$ cat src/rtl/sseg_scan_ctrl.sv
// Multiplexed N-digit hex seven-segment scanner with tear-free loading, leading-zero blanking and 16-level PWM.
// Latency: sseg_an/sseg_sig/frame_tick are registered, one cycle behind the scan counters.
// Backpressure: none; load is a sticky request honoured at the next frame boundary.
//
// Ports:
//   clk, rst    clock and synchronous active-high reset
//   value, dp   hex nibbles (digit i = value[4i+3:4i]) and per-digit decimal points
//   load        request to copy value/dp into the display shadow at the next frame start
//   lz_blank    suppress leading zero digits (digit 0 always shown), applied live
//   brightness  PWM duty 0..15 (anode on while sub_cnt <= brightness), applied live
//   sseg_an     anode enables; sseg_sig = {dp,g,f,e,d,c,b,a}; both inverted when ACTIVE_LOW
//   frame_tick  one-cycle pulse coincident with the first output cycle of digit 0
module sseg_scan_ctrl #(
    parameter int NUM_DIGITS = 4,
    parameter int SUB_DIV    = 1563,
    parameter int ACTIVE_LOW = 1
) (
    input  logic                    clk,
    input  logic                    rst,
    input  logic [4*NUM_DIGITS-1:0] value,
    input  logic [NUM_DIGITS-1:0]   dp,
    input  logic                    load,
    input  logic                    lz_blank,
    input  logic [3:0]              brightness,
    output logic [NUM_DIGITS-1:0]   sseg_an,
    output logic [7:0]              sseg_sig,
    output logic                    frame_tick
);

    localparam int DIV_W = (SUB_DIV > 1) ? $clog2(SUB_DIV) : 1;
    localparam int SEL_W = $clog2(NUM_DIGITS);

    localparam logic [DIV_W-1:0]      DIV_LAST = DIV_W'(SUB_DIV - 1);
    localparam logic [SEL_W-1:0]      SEL_LAST = SEL_W'(NUM_DIGITS - 1);
    // XOR masks that turn active-high internal values into pin polarity;
    // they double as the "everything off" reset value of the output flops.
    localparam logic [NUM_DIGITS-1:0] AN_OFF   = {NUM_DIGITS{(ACTIVE_LOW != 0)}};
    localparam logic [7:0]            SIG_OFF  = {8{(ACTIVE_LOW != 0)}};

    logic [DIV_W-1:0]        div_cnt_q, div_cnt_d;
    logic [3:0]              sub_cnt_q, sub_cnt_d;
    logic [SEL_W-1:0]        sel_q, sel_d;
    logic                    load_pending_q, load_pending_d;
    logic [4*NUM_DIGITS-1:0] shadow_val_q, shadow_val_d;
    logic [NUM_DIGITS-1:0]   shadow_dp_q, shadow_dp_d;
    logic [NUM_DIGITS-1:0]   sseg_an_q, sseg_an_d;
    logic [7:0]              sseg_sig_q, sseg_sig_d;
    logic                    frame_tick_q, frame_tick_d;

    logic                    div_wrap;
    logic                    sub_wrap;
    logic                    frame_start;
    logic                    upper_zero;
    logic [NUM_DIGITS-1:0]   blank;
    logic [3:0]              cur_nib;
    logic                    an_on;
    logic [NUM_DIGITS-1:0]   an_raw;
    logic [7:0]              sig_raw;

    function automatic logic [6:0] hex_to_seg(input logic [3:0] nib);
        logic [6:0] seg;
        case (nib)
            4'h0:    seg = 7'h3F;
            4'h1:    seg = 7'h06;
            4'h2:    seg = 7'h5B;
            4'h3:    seg = 7'h4F;
            4'h4:    seg = 7'h66;
            4'h5:    seg = 7'h6D;
            4'h6:    seg = 7'h7D;
            4'h7:    seg = 7'h07;
            4'h8:    seg = 7'h7F;
            4'h9:    seg = 7'h6F;
            4'hA:    seg = 7'h77;
            4'hB:    seg = 7'h7C;
            4'hC:    seg = 7'h39;
            4'hD:    seg = 7'h5E;
            4'hE:    seg = 7'h79;
            default: seg = 7'h71;
        endcase
        return seg;
    endfunction

    // Scan counters and frame-synchronous shadow load.
    always_comb begin
        div_wrap    = (div_cnt_q == DIV_LAST);
        sub_wrap    = div_wrap && (sub_cnt_q == 4'hF);
        // Last cycle of the last digit: counters are all zero next cycle.
        frame_start = sub_wrap && (sel_q == SEL_LAST);

        div_cnt_d = div_wrap ? '0 : div_cnt_q + 1'b1;
        sub_cnt_d = div_wrap ? sub_cnt_q + 4'd1 : sub_cnt_q;
        sel_d     = sel_q;
        if (sub_wrap) begin
            sel_d = frame_start ? '0 : sel_q + 1'b1;
        end

        // A load arriving in the frame-start cycle itself is honoured at once,
        // so the shadow only ever changes between frames.
        load_pending_d = load_pending_q | load;
        shadow_val_d   = shadow_val_q;
        shadow_dp_d    = shadow_dp_q;
        if (frame_start) begin
            load_pending_d = 1'b0;
            if (load_pending_q || load) begin
                shadow_val_d = value;
                shadow_dp_d  = dp;
            end
        end
    end

    // Leading-zero blanking, walking down from the most significant digit.
    always_comb begin
        blank      = '0;
        upper_zero = 1'b1;
        for (int i = NUM_DIGITS - 1; i >= 0; i--) begin
            upper_zero = upper_zero && (shadow_val_q[4*i +: 4] == 4'h0);
            blank[i]   = lz_blank && upper_zero && (i != 0);
        end
    end

    // Output stage: decode the selected digit and apply PWM to its anode.
    always_comb begin
        cur_nib = shadow_val_q[{sel_q, 2'b00} +: 4];
        an_on   = (sub_cnt_q <= brightness);
        an_raw  = '0;
        for (int i = 0; i < NUM_DIGITS; i++) begin
            an_raw[i] = an_on && (sel_q == SEL_W'(i));
        end
        // Segments are held during the PWM-off time; a blanked digit keeps its dp.
        sig_raw      = {shadow_dp_q[sel_q], blank[sel_q] ? 7'h00 : hex_to_seg(cur_nib)};
        sseg_an_d    = an_raw ^ AN_OFF;
        sseg_sig_d   = sig_raw ^ SIG_OFF;
        frame_tick_d = (div_cnt_q == '0) && (sub_cnt_q == 4'h0) && (sel_q == '0);
    end

    always_ff @(posedge clk) begin
        if (rst) begin
            div_cnt_q      <= '0;
            sub_cnt_q      <= '0;
            sel_q          <= '0;
            load_pending_q <= 1'b0;
            shadow_val_q   <= '0;
            shadow_dp_q    <= '0;
            sseg_an_q      <= AN_OFF;
            sseg_sig_q     <= SIG_OFF;
            frame_tick_q   <= 1'b0;
        end else begin
            div_cnt_q      <= div_cnt_d;
            sub_cnt_q      <= sub_cnt_d;
            sel_q          <= sel_d;
            load_pending_q <= load_pending_d;
            shadow_val_q   <= shadow_val_d;
            shadow_dp_q    <= shadow_dp_d;
            sseg_an_q      <= sseg_an_d;
            sseg_sig_q     <= sseg_sig_d;
            frame_tick_q   <= frame_tick_d;
        end
    end

    assign sseg_an    = sseg_an_q;
    assign sseg_sig   = sseg_sig_q;
    assign frame_tick = frame_tick_q;

endmodule

$ cat config.mk
export PLATFORM = sky130hd
export DESIGN_NAME = sseg_scan_ctrl
export DESIGN_NICKNAME = d
export VERILOG_FILES = /design/src/rtl/sseg_scan_ctrl.sv
export SDC_FILE = /design/constraint.sdc
export NUM_CORES = 1
export LEC_CHECK = 0
export BUFFER_PORTS_ARGS = -buffer_cell sky130_fd_sc_hd__buf_2
export CELL_PAD_IN_SITES_DETAIL_PLACEMENT = 0
export CELL_PAD_IN_SITES_GLOBAL_PLACEMENT = 2
export CORE_AREA = 2 2 88 90
export DETAILED_ROUTE_END_ITERATION = 8
export DIE_AREA = 0 0 90 92
export MAX_ROUTING_LAYER = met4
export PLACE_DENSITY_LB_ADDON = 0.1
export SETUP_SLACK_MARGIN = 0.5
export SYNTH_ARGS = -nofsm -noshare
export SYNTH_HDL_FRONTEND = slang
export SYNTH_SLANG_ARGS = --single-unit
$ cat constraint.sdc
create_clock -name clk -period 3.1 [get_ports clk]
set_clock_uncertainty 0.1 [all_clocks]
set_input_delay 0.31 -clock clk [delete_from_list [all_inputs] [get_ports clk]]
set_output_delay 0.31 -clock clk [all_outputs]
set_load 0.03 [all_outputs]
* After elaboration in Yosys (flattened, before gate mapping)
Memories as Yosys holds them, arrays and structs flattened. Index checks and enable logic that the tools add are counted.
Word-level totals: bits of input ports 28, memories kept 1, bits in registers 51, logic and storage cells 53, bits in latches 0, bits in writable memories 0, bits in read-only memories 112
Memory list:
- (no name shown) | depth 16, width 7, read ports 1, clocked after Yosys merged registers in 0, wr ports 0, line 62 | case (nib)
Operators by class: $add $sub $neg 3, bitwise logic cells 3, shifts and indexed selects 1, reductions and logical operators 23, multiplexer cells 6, $lt $le $gt $ge 2, divide/modulo/power cells 0, $mul 0, eq/ne operators 5
Operators by type and width (number):
- logical NOT 4 bit | 4
- indexed part select 16 x 5 -> 4 bit | 1
- logical AND 1 bit | 13
- adder 11 x 1 -> 11 bit (second input constant) | 1
- equality test 11 bit (second input constant) | 1
- logical NOT 11 bit | 1
- inverter 8 bit | 1
- 2-to-1 mux 7 bit | 1
- adder 4 x 1 -> 4 bit (second input constant) | 1
- binary-select mux 1 bit (select 2 bit) | 2
- equality test 2 bit (second input constant) | 2
- equality test 4 bit (second input constant) | 1
- <= comparator 4 bit | 1
- inverter 4 bit | 1
- OR reduction 2 bit | 2
- less-than comparator 2 x 3 -> 1 bit (second input constant) | 1
- adder 2 x 1 -> 2 bit (second input constant) | 1
- equality test 2 x 1 -> 1 bit (second input constant) | 1
- logical NOT 2 bit | 1
- 2-to-1 mux 1 bit | 2
- 2-to-1 mux 2 bit | 1
- AND reduction 2 bit | 1
- logical OR 1 bit | 1
- OR 1 bit | 1

* Depth between registers and ports, before layout
depth in word-level cells 8, mapped depth 9, mapped depth without buffers 7

* Least setup slack after synthesis
No wires, ideal clock.
path kind reg2reg, start point register sel_q[1], end point register sseg_sig_q[3] (netlist: sseg_sig[3]), setup slack 866 ps, path buffers 1, arrival 2003 ps, clock period less this slack 2234 ps, cell stages (with the launch flop) 8, path through dfxtp_1 clkbuf_1 mux4_1 inv_1 ha_1 inv_1 mux4_2 nand2b_1
Between the ends: longest elaborated chain between the ends 4, elaborated cells on any way between the ends 6
Ends and longest elaborated chain:
- from (decl) | line 42 | logic [SEL_W-1:0] sel_q, sel_d;
- from (signal assigned) | line 150 | sel_q <= sel_d;
- indexed part select 16 x 5 -> 4 bit or binary-select mux 1 bit (select 2 bit) (tied branches) | line 123, 130
- memory read (16 x 7 bit) or 2-to-1 mux 1 bit (tied branches)
- 2-to-1 mux 7 bit (*) | line 130 | sig_raw = {shadow_dp_q[sel_q], blank[sel_q] ? 7'h00 : hex_to_seg(cur_nib)};
- inverter 8 bit (no source line) (*)
- to (signal assigned) | line 155 | sseg_sig_q <= sseg_sig_d;
- to (decl) | line 47 | logic [7:0] sseg_sig_q, sseg_sig_d;
Every way passes the cells marked *; elsewhere a longest branch is shown, timed or not. The select of a mux whose other input is x is not followed. A chain may end at the register's enable or synchronous reset.

* Worst setup path after layout
start point register sel_q[0], end point register sseg_sig_q[3] (netlist: sseg_sig[3])
Same word-level chain as after synthesis.

==> out/summary.txt <==
Run status = completed
Hold slack final = 0.133 ns
Die Ht = 92 um
Initial Utilization = 33.5%
Startpoint Class = flop
First-pass GRT wire length = 8870 um
Psw = 0.266 mW
Ys flop type = dfxtp_1
WL final = 5100 um
Final critical-path setup slack = 0.803 ns
Clk_lat worst skew = 0.30 ns
Pint = 0.955 mW
Fin. Hold Viols = 0
P&R area growth vs syn = 15.8%
Standard-cell rows = 32
Sequential area share after synthesis = 40.9%
Worst setup startpoint = sel_q[0]$_SDFFE_PP0P_
DR iter-0 viols = 54
VDD IR max = 0.234 mV
Setup CP Type = flop to flop
Synth area leader = dfxtp_1
GRT Total Usage = 13.7%
RSZ-0062 raised after global routing = false
HPWL after detailed placement = 3660 um
Max Used Layer = met4
Relative slew margins = 57.4%
Synth area leaders = dfxtp_1 41%, mux2i_1 10%, ha_1 9.5%, nor2_1 5.9%, xor2_1 3.5%
R2r startpoint = sel_q[0]$_SDFFE_PP0P_
CTS tree = built
CP arrival = 2.38 ns
Dpl ws = 0.666 ns
Number of iterations in the first detailed-routing pass = 4
Most frequent cells in the layout = 51 x dfxtp_1, 40 x buf_2, 39 x nor2_1, 25 x mux2i_1, 19 x ha_1
DP Area = 2770 um2
PD cells = 422 nW/um2
H-Tree Depth = 2
Hold wc startpoint = value[9]
Final #Nets = 338
Tcrit/Tclk final = 74.1%
Ports = 41
Leakage = 1.16 nW
Die Width = 90 um
Fillers = 793
Logic pwr share = 5.7%
Synth cell types = 37
XOR/XNOR Fraction of Synth Area = 4.91%
RD Place Congestion = 0.714
Most common cell after layout, fill and taps aside = dfxtp_1
Slew @ Worst Pin = 0.637 ns
Max-cap violations = 0
Largest family of logic cells by synthesized area = simple AND/OR/NAND/NOR gates
Fmax achieved = 435 MHz
Post-Place Cells = 386
Post-Synthesis Cells = 254
Sequential power share = 54.9%
CP Max Fanout = 5
DRT met1 WL = 2820 um
Synthesized area per cell = 9.83 um2
Routed Antenna Nets = 0
EDFF count, synth = 0
ANT cells = 0
Post-route design area = 2890 um2
Final setup vio count = 0
CP Data Required Time = 3.18 ns
Critical Path Sink Type = flop
Drt wl/cell = 13.0 um
Simple-gate portion of the synthesized area = 17.2%
Synthesis warning total = 0
Clock-pin slew on the worst setup and hold paths = 0.10 ns
Metal3 WL = 164 um
Grt ovf = 0
Period minus WS final = 2.30 ns
Number of antenna violations at the first check in global routing = 0
Register area = 1020 um2
# clock sinks = 51
Vias per inst = 4.48
Via count of the first global-routing pass = 1,757
Layout cells sized above 1 = 20.2%
DR WL met2 = 2060 um
Synth Area in Compound Gates = 4.96%
Core area = 7450 um2
Max Slew Vio Count = 0
Mapped Area = 2500 um2
CTS Buf Count = 5
Synth top area share = 40.9%
Port bufs = 40
Switching share of total power = 21.8%
Final total power = 1.22 mW
Post-synthesis mux area share = 17.1%
Routed vias = 1,765
Util after Layout = 38.8%
FFs w/ async S/R, synth = 0%
Clock Power Share = 39.4%
Area of the multi-input gates = 1350 um2
Die area = 8280 um2
Adder-cell share of the synthesized area = 9.52%
Clock Path Buffers = 2
Register bit total from synthesis = 51
Largest net degree at the start of global routing = 35
Layout Cells excl Fill = 394
Setup_tns = 0 ns
# DRC = 0
Syn_nets = 301
HP Class = input port to flop
CTS Root Cell = clkbuf_8
[path summary, 6_finish.rpt]
check	depth (start not counted)	to	slack, ns
max	6	sseg_sig[3]$_SDFF_PP1_	0.80
min	3	shadow_val_q[9]$_SDFFE_PP0P_	0.13
max reg2reg	6	sseg_sig[3]$_SDFF_PP1_	0.80
min reg2reg	1	div_cnt_q[0]$_SDFF_PP0_	0.37
[registers in the layout (all words and copies together), names as in the netlist]
name	count
div_cnt_q	11
sseg_an	4
load_pending_q	1
sub_cnt_q	4
shadow_val_q	16
shadow_dp_q	4
frame_tick	1
sel_q	2
sseg_sig	8
[per-layer routing]
metal / track usage (%) / vias up
met5: - / -
met4: 4.23 / 0
met3: 3.20 / 6
met2: 18.9 / 34
met1: 19.7 / 776
li1: - / 949
[critical path, cell delays in order (launching register included)]
cell and delay, ns:
dfxtp_1 0.42, mux4_1 0.71, inv_1 0.17, ha_1 0.16, inv_1 0.04, mux4_2 0.43
nand2b_1 0.14
[timing repair]
item                                    CTS  global route
buffers inserted                          0             0
resized for setup                         0             1
endpoints found under the setup margin    0             3
hold buffers                              0             0
[cells by family (layout without fill, tap and decap cells)]
kind of cell | after synthesis | count (layout)
simple gates | 89 | 89
buf+inv | 29 | 67
xor+xnor | 14 | 14
flops | 51 | 51
fa+ha+maj | 19 | 19
mux | 34 | 34
compound gates | 18 | 18
[synth_stat cells, types with 2 or more instances]
| cell | count |
|---|---|
| dfxtp_1 | 51 |
| nor2_1 | 39 |
| mux2i_1 | 25 |
| ha_1 | 19 |
| inv_1 | 17 |
| nand2_1 | 14 |
| xor2_1 | 10 |
| nand3_1 | 7 |
| clkbuf_1 | 6 |
| a31oi_1 | 4 |
| nand4_1 | 4 |
| nor4_1 | 4 |
| o21ai_0 | 4 |
| o221ai_1 | 4 |
| xnor2_1 | 4 |
| and3_1 | 3 |
| mux2_2 | 3 |
| mux4_2 | 3 |
| nand3b_1 | 3 |
| nor3_1 | 3 |
| a211oi_1 | 2 |
| and4_1 | 2 |
| buf_2 | 2 |
| buf_4 | 2 |
| buf_6 | 2 |
| mux4_1 | 2 |
| nand2b_1 | 2 |
| nor2b_1 | 2 |
| o21a_1 | 2 |
| or3_1 | 2 |
[power by group through the flow]
stage | Combinational, mW | Clock (mW) | Sequential (mW)
finish | 0.0700 | 0.481 | 0.670
global route | 0.0787 | 0.532 | 0.672
CTS | 0.0721 | 0.508 | 0.670
detailed placement | 0.0720 | 0 | 0.686
global placement | 0.0722 | 0 | 0.685
floorplan | 0.0273 | 0 | 0.698
[cell type report]
class,instances,area share (%)
flip-flops and latches,51,35.3
clock inverters,2,1.21
multi-input cells,174,46.5
clock buffers,6,2.86
well taps,102,4.42
inverters,17,2.21
repair buffers,42,7.45
No activity file was read; power rests on OpenSTA's default activity.
